--- src/rtl/ula_sequenciador_pkg.sv ---
// Shared definitions for the ULA sequencer: opcodes, FSM states, illegal-opcode test.
// Latency: none (declarations only).
// Backpressure: not applicable.
package ula_sequenciador_pkg;

  localparam logic [2:0] OP_ADD = 3'b000;
  localparam logic [2:0] OP_SUB = 3'b001;
  localparam logic [2:0] OP_XOR = 3'b010;
  localparam logic [2:0] OP_NOT = 3'b011;
  localparam logic [2:0] OP_AND = 3'b100;
  localparam logic [2:0] OP_OR  = 3'b101;

  typedef enum logic [1:0] {
    ST_IDLE = 2'd0,
    ST_EXEC = 2'd1,
    ST_RESP = 2'd2
  } state_t;

  // 110 and 111 have no ULA driver, so they must never reach it.
  function automatic logic op_ilegal(input logic [2:0] op);
    return op[2] & op[1];
  endfunction

endpackage

--- src/rtl/ula_sequenciador_if.sv ---
// Request/response bundle between requesters and the ULA sequencer.
// Latency: none (wiring only).
// Backpressure: valid/ready on both the request side and the response side.
interface ula_sequenciador_if #(
  parameter int N_REQ = 2
);
  logic [N_REQ-1:0]   req_valid;
  logic [N_REQ-1:0]   req_ready;
  logic [8*N_REQ-1:0] req_a;
  logic [8*N_REQ-1:0] req_b;
  logic [3*N_REQ-1:0] req_op;
  logic               rsp_valid;
  logic               rsp_ready;
  logic [1:0]         rsp_id;
  logic [7:0]         rsp_data;
  logic               rsp_flag;
  logic               rsp_err;

  modport master (
    output req_valid, req_a, req_b, req_op, rsp_ready,
    input  req_ready, rsp_valid, rsp_id, rsp_data, rsp_flag, rsp_err
  );

  modport slave (
    input  req_valid, req_a, req_b, req_op, rsp_ready,
    output req_ready, rsp_valid, rsp_id, rsp_data, rsp_flag, rsp_err
  );
endinterface

--- src/rtl/ula_sequenciador_arbitro_rr.sv ---
// Round-robin arbiter: one-hot grant from req_valid starting the search at rr.
// Latency: purely combinational.
// Backpressure: none; the caller decides whether the grant is used.
module arbitro_rr #(
  parameter int N_REQ = 2
) (
  input  logic [N_REQ-1:0] req_valid,
  input  logic [1:0]       rr,
  output logic [N_REQ-1:0] grant,
  output logic [1:0]       winner,
  output logic             any,
  output logic [1:0]       rr_next
);

  logic [3:0] vld4;
  logic [1:0] idx;

  // Scan N_REQ positions from rr; the first valid one wins.
  always_comb begin
    vld4   = 4'(req_valid);
    idx    = '0;
    winner = '0;
    any    = 1'b0;
    for (int k = 0; k < N_REQ; k++) begin
      idx = 2'((int'(rr) + k) % N_REQ);
      if (!any && vld4[idx]) begin
        any    = 1'b1;
        winner = idx;
      end
    end
    for (int i = 0; i < N_REQ; i++) begin
      grant[i] = any && (int'(winner) == i);
    end
    rr_next = (int'(winner) == N_REQ - 1) ? 2'd0 : winner + 2'd1;
  end

endmodule

--- src/rtl/ula_sequenciador.sv ---
// Shared ULA controller: round-robin grant, operands held for LATENCY+1 cycles, result returned.
// Latency: legal op answers LATENCY+1 edges after accept; illegal op answers on the accept edge.
// Backpressure: response held stable until rsp_ready; no new grant while busy.
module ula_sequenciador
  import ula_sequenciador_pkg::*;
#(
  parameter int N_REQ   = 2,
  parameter int LATENCY = 2
) (
  input  logic                 clk,
  input  logic                 rst_n,
  ula_sequenciador_if.slave    bus,
  output logic [7:0]           ula_a,
  output logic [7:0]           ula_b,
  output logic [2:0]           ula_op,
  input  logic [7:0]           ula_s,
  input  logic                 ula_flag
);

  localparam int CW = (LATENCY < 1) ? 1 : $clog2(LATENCY + 1);

  state_t            state;
  logic [1:0]        rr;
  logic [1:0]        id_q;
  logic [CW-1:0]     cnt;
  logic              rsp_valid_q;
  logic [7:0]        rsp_data_q;
  logic              rsp_flag_q;
  logic              rsp_err_q;

  logic [N_REQ-1:0]  grant;
  logic [1:0]        winner;
  logic [1:0]        rr_next;
  logic              any;

  logic [31:0]       a32, b32;
  logic [11:0]       op12;
  logic [7:0]        a_arr [4];
  logic [7:0]        b_arr [4];
  logic [2:0]        op_arr [4];
  logic [7:0]        sel_a, sel_b;
  logic [2:0]        sel_op;

  arbitro_rr #(.N_REQ(N_REQ)) u_arb (
    .req_valid (bus.req_valid),
    .rr        (rr),
    .grant     (grant),
    .winner    (winner),
    .any       (any),
    .rr_next   (rr_next)
  );

  // Unpack the per-requester fields and pick the winner's operands.
  always_comb begin
    a32  = 32'(bus.req_a);
    b32  = 32'(bus.req_b);
    op12 = 12'(bus.req_op);
    for (int i = 0; i < 4; i++) begin
      a_arr[i]  = a32[8*i +: 8];
      b_arr[i]  = b32[8*i +: 8];
      op_arr[i] = op12[3*i +: 3];
    end
    sel_a  = a_arr[winner];
    sel_b  = b_arr[winner];
    sel_op = op_arr[winner];
  end

  // Grants are only offered while idle and out of reset.
  assign bus.req_ready = (state == ST_IDLE && rst_n) ? grant : '0;
  assign bus.rsp_valid = rsp_valid_q;
  assign bus.rsp_id    = id_q;
  assign bus.rsp_data  = rsp_data_q;
  assign bus.rsp_flag  = rsp_flag_q;
  assign bus.rsp_err   = rsp_err_q;

  // Sequencer FSM: accept, hold ULA inputs while the pipeline fills, then present the result.
  always_ff @(posedge clk or negedge rst_n) begin
    if (!rst_n) begin
      state       <= ST_IDLE;
      rr          <= '0;
      id_q        <= '0;
      cnt         <= '0;
      ula_a       <= '0;
      ula_b       <= '0;
      ula_op      <= '0;
      rsp_valid_q <= 1'b0;
      rsp_data_q  <= '0;
      rsp_flag_q  <= 1'b0;
      rsp_err_q   <= 1'b0;
    end else begin
      case (state)
        ST_IDLE: begin
          if (any) begin
            rr   <= rr_next;
            id_q <= winner;
            if (op_ilegal(sel_op)) begin
              // ULA inputs untouched: the bad opcode never reaches it.
              rsp_err_q   <= 1'b1;
              rsp_data_q  <= 8'h00;
              rsp_flag_q  <= 1'b0;
              rsp_valid_q <= 1'b1;
              state       <= ST_RESP;
            end else begin
              ula_a  <= sel_a;
              ula_b  <= sel_b;
              ula_op <= sel_op;
              cnt    <= CW'(LATENCY);
              state  <= ST_EXEC;
            end
          end
        end
        ST_EXEC: begin
          if (cnt == '0) begin
            rsp_data_q  <= ula_s;
            rsp_flag_q  <= ula_flag;
            rsp_err_q   <= 1'b0;
            rsp_valid_q <= 1'b1;
            state       <= ST_RESP;
          end else begin
            cnt <= cnt - CW'(1);
          end
        end
        ST_RESP: begin
          if (bus.rsp_ready) begin
            rsp_valid_q <= 1'b0;
            state       <= ST_IDLE;
          end
        end
        default: state <= ST_IDLE;
      endcase
    end
  end

endmodule

--- src/flat_wrapper.sv ---
// flat-port wrapper written by rule: the top's interface ports become plain ports
module ula_sequenciador_flat import ula_sequenciador_pkg::*;
#(
  parameter int N_REQ   = 2,
  parameter int LATENCY = 2
)
  (clk, rst_n, ula_a, ula_b, ula_op, ula_s, ula_flag, bus_req_valid, bus_req_a, bus_req_b, bus_req_op, bus_rsp_ready, bus_req_ready, bus_rsp_valid, bus_rsp_id, bus_rsp_data, bus_rsp_flag, bus_rsp_err);
  ula_sequenciador_if #(.N_REQ(N_REQ)) bus_i ();
  input  logic clk;
  input  logic rst_n;
  output logic [7:0] ula_a;
  output logic [7:0] ula_b;
  output logic [2:0] ula_op;
  input  logic [7:0] ula_s;
  input  logic ula_flag;
  input wire logic [$bits(bus_i.req_valid)-1:0] bus_req_valid;
  input wire logic [$bits(bus_i.req_a)-1:0] bus_req_a;
  input wire logic [$bits(bus_i.req_b)-1:0] bus_req_b;
  input wire logic [$bits(bus_i.req_op)-1:0] bus_req_op;
  input wire logic [$bits(bus_i.rsp_ready)-1:0] bus_rsp_ready;
  output wire logic [$bits(bus_i.req_ready)-1:0] bus_req_ready;
  output wire logic [$bits(bus_i.rsp_valid)-1:0] bus_rsp_valid;
  output wire logic [$bits(bus_i.rsp_id)-1:0] bus_rsp_id;
  output wire logic [$bits(bus_i.rsp_data)-1:0] bus_rsp_data;
  output wire logic [$bits(bus_i.rsp_flag)-1:0] bus_rsp_flag;
  output wire logic [$bits(bus_i.rsp_err)-1:0] bus_rsp_err;
  assign bus_i.req_valid = bus_req_valid;
  assign bus_i.req_a = bus_req_a;
  assign bus_i.req_b = bus_req_b;
  assign bus_i.req_op = bus_req_op;
  assign bus_i.rsp_ready = bus_rsp_ready;
  assign bus_req_ready = bus_i.req_ready;
  assign bus_rsp_valid = bus_i.rsp_valid;
  assign bus_rsp_id = bus_i.rsp_id;
  assign bus_rsp_data = bus_i.rsp_data;
  assign bus_rsp_flag = bus_i.rsp_flag;
  assign bus_rsp_err = bus_i.rsp_err;
  ula_sequenciador #(.N_REQ(N_REQ), .LATENCY(LATENCY)) u_core (.clk(clk), .rst_n(rst_n), .bus(bus_i), .ula_a(ula_a), .ula_b(ula_b), .ula_op(ula_op), .ula_s(ula_s), .ula_flag(ula_flag));
endmodule
--- config.mk ---
export PLATFORM = sky130hd
export DESIGN_NAME = ula_sequenciador_flat
export DESIGN_NICKNAME = d
export VERILOG_FILES = /design/src/rtl/ula_sequenciador_pkg.sv /design/src/rtl/ula_sequenciador_if.sv /design/src/rtl/ula_sequenciador_arbitro_rr.sv /design/src/rtl/ula_sequenciador.sv /design/src/flat_wrapper.sv
export SDC_FILE = /design/constraint.sdc
export NUM_CORES = 1
export LEC_CHECK = 0
export CAP_MARGIN = 20
export CORE_UTILIZATION = 36
export DETAILED_ROUTE_END_ITERATION = 8
export GPL_ROUTABILITY_DRIVEN = 0
export GPL_TIMING_DRIVEN = 0
export PLACE_DENSITY = 0.75
export SKIP_CTS_REPAIR_TIMING = 1
export SLEW_MARGIN = 25
export SYNTH_ARGS = -nofsm -noshare
export SYNTH_HDL_FRONTEND = slang
export SYNTH_SLANG_ARGS = --single-unit
export TNS_END_PERCENT = 10
--- constraint.sdc ---
create_clock -name clk -period 1.62 [get_ports clk]
set_input_delay 0.324 -clock clk [delete_from_list [all_inputs] [get_ports clk]]
set_output_delay 0.324 -clock clk [all_outputs]
set_load 0.01 [all_outputs]
==> results of run 1 <==
## cell usage after synthesis, types with 2 or more instances
cell type,n,area share (%)
dfrtp_1,36,51
mux2_2,34,22
nand2_1,16,3.4
a21oi_1,13,3.7
nand3_1,10,2.8
buf_2,4,1.1
inv_1,4,0.85
o21a_1,4,1.7
clkbuf_1,3,0.64
nor2_1,3,0.64
nand4b_1,2,0.99
## cell families (layout without fill, tap and decap cells)
| group | Yosys count | after routing |
|---|---|---|
| compound gates | 26 | 26 |
| simple gates | 42 | 42 |
| mux | 34 | 34 |
| buf+inv | 13 | 124 |
| xor+xnor | 1 | 1 |
| other cells | 1 | 1 |
| flops | 36 | 36 |
| fa+ha+maj | 1 | 1 |
## layout make-up
| class | instances | area (um2) |
|---|---|---|
| fill | 416 | 1690 |
| timing repair buffer | 103 | 1020 |
| sequential | 36 | 901 |
| multi-input combinational | 105 | 845 |
| clock buffer | 7 | 86.3 |
| tap | 67 | 83.8 |
| buffer | 9 | 71.3 |
| inverter | 4 | 15.0 |
| clock inverter | 1 | 7.51 |
## report_power, final
group	switching [W]	internal (W)	leakage, nW	total, W
clock	0.000305	0.000345	0.0445	0.000651
sequential	0.000222	0.00133	0.435	0.00156
combinational	0.00103	0.00164	0.801	0.00267
total	0.00156	0.00332	1.28	0.00488
## state kept, by name (all words and copies together) (netlist names), 2 cells and up
register             count
u_core.ula_op            3
u_core.cnt               2
u_core.ula_b             8
u_core.state             2
u_core.ula_a             8
u_core.bus.rsp_data      8
## worst min path at each step
stage                                         endpoint  slack, ns  cells past startpoint
floorplan           u_core.bus.rsp_data[0]$_DFFE_PN0P_       0.03                      0
global placement      u_core.bus.rsp_id[0]$_DFFE_PN0P_       0.46                      2
detailed placement        u_core.ula_op[2]$_DFFE_PN0P_       0.23                      1
CTS                       u_core.ula_op[2]$_DFFE_PN0P_      -0.08                      1
global route                  u_core.rr[0]$_DFFE_PN0P_       0.48                      2
finish                        u_core.rr[0]$_DFFE_PN0P_       0.45                      2
## critical path: stages (launching register included)
cell     delay, ns
dfrtp_1       0.38
buf_6         0.13
nor2_4        0.12
buf_6         0.11
o21ai_2       0.07
nor3_4        0.23
buf_12        0.15
buf_6         0.12
mux2_2        0.33
## through the flow
step	power (W)	std cells
2_1_floorplan	0.00277	154
3_3_place_gp	0.00383	304
3_5_place_dp	0.00388	305
4_1_cts	0.00456	313
5_1_grt	0.00521	332
6_report	0.00488	332
## per-layer routing
metal  part of all wire [%]  up-vias  GRT usage, %
li1                       -      769             -
met1                     44      718          20.7
met2                     47       53          24.5
met3                    7.7        6          6.81
met4                   0.95        0          4.58
met5                      0        -             0
==> out/metrics.csv, run 1 <==
stage;metric;value;unit
global_route;largest net degree at the start of global routing;28;
timing;setup ws final;-0.133;ns
finish;synth-to-layout area growth;71.2;%
synth;Synth cell types;36;
finish;commonest non-fill, non-tap cell in the layout;clkdlybuf4s50_1;
setup_path;worst reg2reg path startpoint;u_core.state[0]$_DFFE_PN0P_;
place;I/O Buffers;83;
place;Place WS;-1.09;ns
floorplan;Starting Density;37.5;%
hold_path;Hold Startpoint;bus_req_valid[1];
floorplan;Die Span X;72.1;um
synth;largest family of logic cells by synthesized area;multiplexers;
cts;Sink Count;36;
timing;Hold WS;0.454;ns
synth;Synth Net Count;207;
setup_path;data required time of the critical path;1.78;ns
route;Detail Route Antenna Nets;0;
timing;final setup fails;19;
timing;clk_skew;0.00271;ns
synth;post-synth design cell area;1770;um2
global_route;GRT overflow;0;
timing;RSZ-0062 raised after global routing;yes;
synth;XOR/XNOR Fraction of Synth Area;0.495;%
setup_path;critical path arrival;1.92;ns
floorplan;Die Area;5200;um2
cts;CTS Buffer Depth;2;
route;vias per cell;4.66;
synth;Gate Count Post-Synth;154;
floorplan;Die Y;72.1;um
outcome;failing checks;negative setup slack;
cts;H-tree level count;2;
finish;design area;3030;um2
finish;share of layout cells above drive strength 1;29.4;%
global_route;antenna violations before repair;0;
synth;complex-gate fraction of the synthesized area;9.12;%
synth;post-synthesis mux area share;21.6;%
floorplan;Core ar.;4720;um2
timing;fmax;0.570;GHz
route;initial DRC count;41;
setup_path;CP max FO;6;
cts;number of clock buffers inserted by TritonCTS;5;
outcome;outcome;finished, violations left;
flow_run;max cap viols;0;
cts;clk slew on worst S/H paths;0.07;ns
floorplan;IO Pins;86;
power;power density over the cells;1610;nW/um2
route;drt first pass iters;4;
power;LEAKAGE;1.28;nW
timing;Hold Fails Final Rpt;0;
setup_path;Crit Path Class;reg2reg;
route;final WL;4.32;mm
setup_path;reg2reg path depth;8;
synth;post-synthesis simple-gate area fraction;13.2;%
cts;root buf cell;clkbuf_8;
timing;Slew HR;43.1;%
synth;Syn. warnings;0;
place;Placed Area;2710;um2
route;routed vias;1546;
synth;synthesized-area fraction occupied by adder cells;0.707;%
global_route;vias in the first global route;1410;
hold_path;HP Class;in2reg;
setup_path;crit path capture;u_core.ula_b[2]$_DFFE_PN0P_;
setup_path;start point of the critical path;u_core.state[0]$_DFFE_PN0P_;
synth;sequential fraction of the synthesis area;50.9;%
global_route;first-pass GRT wire length;6.46;mm
timing;Tcrit/Tclk final;108;%
finish;Total Nets Final;317;
finish;diode count;0;
setup_path;worst reg2reg endpoint;u_core.ula_b[2]$_DFFE_PN0P_;
power;maximum vdd drop;0.859;mV
finish;most frequent cells in the layout;79 x clkdlybuf4s50_1, 36 x dfrtp_1, 34 x mux2_2, 16 x nand2_1;
finish;final core utilization;64.1;%
cts;Clock Latency Late Sink;0.27;ns
route;wire per inst;13.0;um
synth;Async SR Flop Fraction;100;%
place;Detailed Place HPWL;2.95;mm
timing;Final Max Tran Viols;0;
synth;Synth Register Bits;36;
synth;average size of a mapped cell;11.5;um2
cts;CTS tree;built;
floorplan;Core Rows;25;
route;number of remaining DRC errors;0;
timing;fin crit period;1.75;ns
synth;ys flop type;dfrtp_1;
setup_path;Reg2Reg Setup Slack;-0.13;ns
setup_path;Worst setup SP type;flip-flop;
timing;Final TNS setup;-2.16;ns
global_route;Tot GR Track Use;16.0;%
synth;number of synthesized flops with an enable pin;0;
timing;worst-margin pin slew;0.851;ns
setup_path;crit end category;flip-flop;
Power figures use the tool's default switching activity.
==> run 2, diff against run 1 <==
PLACE_DENSITY = 0.77   (was 0.75)
==> run 2 against run 1 <==
  * The run still ends with negative setup slack left
  * Critical path type is now reg2out
  * First-iteration DRC count grew 22%
  * Die area is the same
  * Combinational power is essentially flat
  * Global-route usage grew 0.12 points
  * Count of clock-buffer cells in the layout shrank 2
==> out/metrics.csv, run 2 (synthesized netlist as in run 1, its figures left out) <==
stage;metric;value;unit;change
global_route;vias in the first global route;1374;;-2.6%
finish;final core utilization;64.2;%;+0.11 points
finish;commonest non-fill, non-tap cell in the layout;clkdlybuf4s50_1;;
route;Detail Route Antenna Nets;0;;unchanged
flow_run;max cap viols;0;;unchanged
cts;clk slew on worst S/H paths;0.08;ns;about the same
power;power density over the cells;1650;nW/um2;+2.3%
timing;fin crit period;1.75;ns;-0.00351 ns
setup_path;CP max FO;5;;-1
floorplan;Die Span X;72.1;um;unchanged
floorplan;Core Rows;25;;unchanged
hold_path;HP Class;in2async;;
route;initial DRC count;50;;+22%
global_route;first-pass GRT wire length;6.39;mm;-1.1%
finish;fin cells;329;;-0.90%
cts;Sink Count;36;;unchanged
route;number of remaining DRC errors;0;;unchanged
cts;root buf cell;clkbuf_8;;
timing;clk_skew;0.00587;ns;+0.00316 ns
outcome;outcome;finished, violations left;;
setup_path;Cell Chain, Critical Path;buf_6 -> nor2_4 -> buf_6 -> o21a_1 -> and3_1 -> buf_2;;
timing;setup ws final;-0.129;ns;+0.00351 ns
power;LEAKAGE;1.31;nW;+2.7%
place;Inst Count DP;305;;unchanged
place;I/O Buffers;83;;unchanged
cts;number of clock buffers inserted by TritonCTS;5;;unchanged
place;Place WS;-1.10;ns;-0.00617 ns
setup_path;crit end category;output pin;;
finish;most frequent cells in the layout;78 x clkdlybuf4s50_1, 36 x dfrtp_1, 27 x mux2_2, 16 x nand2_1, 12 x a21oi_1;;
route;routed vias;1519;;-1.7%
global_route;antenna violations before repair;0;;unchanged
timing;worst-margin pin slew;0.522;ns;-0.329 ns
outcome;failing checks;negative setup slack;;
floorplan;Die Y;72.1;um;unchanged
finish;filler instances;381;;-8.4%
cts;CTS tree;built;;
cts;H-tree level count;2;;unchanged
global_route;GRT overflow;0;;unchanged
setup_path;Crit Path Class;reg2out;;
timing;Hold Fails Final Rpt;0;;unchanged
setup_path;data required time of the critical path;1.30;ns;-0.48 ns
floorplan;Die Area;5200;um2;unchanged
route;drt first pass iters;4;;unchanged
power;Sw Share;31.7;%;-0.30 points
cts;Clock Latency Late Sink;0.29;ns;+0.02 ns
finish;diode count;0;;unchanged
cts;CTS Buffer Depth;2;;unchanged
timing;RSZ-0062 raised after global routing;yes;;
setup_path;Worst path max stage delay;0.37;ns;about the same
setup_path;critical path arrival;1.43;ns;-0.49 ns
power;Internal;0.00341;W;+2.9%
timing;final setup fails;19;;unchanged
power;maximum vdd drop;0.796;mV;-7.3%
timing;Final TNS setup;-1.61;ns;+0.549 ns
global_route;Tot GR Track Use;16.1;%;+0.12 points
global_route;largest net degree at the start of global routing;28;;unchanged
finish;design area;3030;um2;+0.17%
power;Reg power frac;31.2;%;-0.7 points
place;Placed Area;2710;um2;unchanged
finish;Total Nets Final;314;;-0.95%
power;Comb pwr share;53.0;%;-1.8 points
timing;fmax;0.572;GHz;+0.20%
place;Detailed Place HPWL;2.99;mm;+1.4%
power;Clock power frac;15.8;%;+2.5 points
timing;Slew HR;65.1;%;+22 points
setup_path;Worst setup SP type;flip-flop;;
setup_path;cell repeated most along the worst path;buf_6;;
finish;share of layout cells above drive strength 1;30.2;%;+0.72 points
timing;Final Max Tran Viols;0;;unchanged
route;final WL;4.39;mm;+1.6%
route;vias per cell;4.62;;-0.85%
finish;synth-to-layout area growth;71.5;%;
floorplan;Core ar.;4720;um2;unchanged
floorplan;Starting Density;37.5;%;unchanged
timing;Tcrit/Tclk final;108;%;-0.22 points
floorplan;IO Pins;86;;unchanged
route;wire per inst;13.4;um;+2.6%
power;switching pwr;0.00159;W;+1.5%
setup_path;Worst path slowest cell;dfrtp_1;;
[run 2: final timing paths]
check / slack, ns / end / from / cells after the start
worst max register to register: -0.11 / u_core.ula_b[0]$_DFFE_PN0P_ / u_core.state[0]$_DFFE_PN0P_ / 8
max in group asynchronous: 0.70 / u_core.bus.rsp_data[3]$_DFFE_PN0P_ / rst_n / 2
min in group clk: 0.43 / u_core.rr[0]$_DFFE_PN0P_ / bus_req_valid[1] / 2
worst min register to register: 0.49 / u_core.bus.rsp_err$_DFFE_PN0P_ / u_core.bus.rsp_err$_DFFE_PN0P_ / 1
worst max-delay path: -0.13 / bus_req_ready[0] / u_core.state[0]$_DFFE_PN0P_ / 6
worst min-delay path: 0.07 / u_core.ula_a[1]$_DFFE_PN0P_ / rst_n / 3
[run 2: worst max-delay path: cells and delay by family, from the launching register on]
family | cells | cell delay (ns)
buffers and inverters | 3 | 0.37
AOI/OAI and AO/OA | 1 | 0.12
and+or+nand+nor | 2 | 0.27
DFF | 1 | 0.37
[run 2: through the flow]
stage,total power (W),hold slack (ns)
global placement,0.00382,0.463
detailed placement,0.00388,0.230
CTS,0.00469,-0.0893
global route,0.00533,0.0725
floorplan,0.00277,0.0284
finish,0.00500,0.0696
[run 2: cell type report]
| class | instances | area [um2] | area share (%) |
|---|---|---|---|
| repair buffers | 100 | 991 | 32.7 |
| flip-flops and latches | 36 | 901 | 29.7 |
| multi-input cells | 105 | 863 | 28.5 |
| inverters | 4 | 15.0 | 0.495 |
| plain buffers | 9 | 68.8 | 2.27 |
| clock inverters | 3 | 42.5 | 1.40 |
| well taps | 67 | 83.8 | 2.76 |
| clock buffers | 5 | 68.8 | 2.27 |
[run 2: power groups by stage]
stage	clock [W]	combinational, W	sequential [W]
2_1_floorplan	0	0.00103	0.00174
3_3_place_gp	0	0.00227	0.00155
3_5_place_dp	0	0.00231	0.00157
4_1_cts	0.000817	0.00232	0.00155
5_1_grt	0.000863	0.00285	0.00162
6_report	0.000789	0.00265	0.00156
[run 2: metal layers]
metal  vias to the layer above  share of wire, %  global-route usage (%)
met3                         6               7.8                    6.25
met4                         0               1.3                    5.88
li1                        756                 -                       -
met5                         -                 0                       0
met1                       698                44                    19.9
met2                        59                47                    25.6
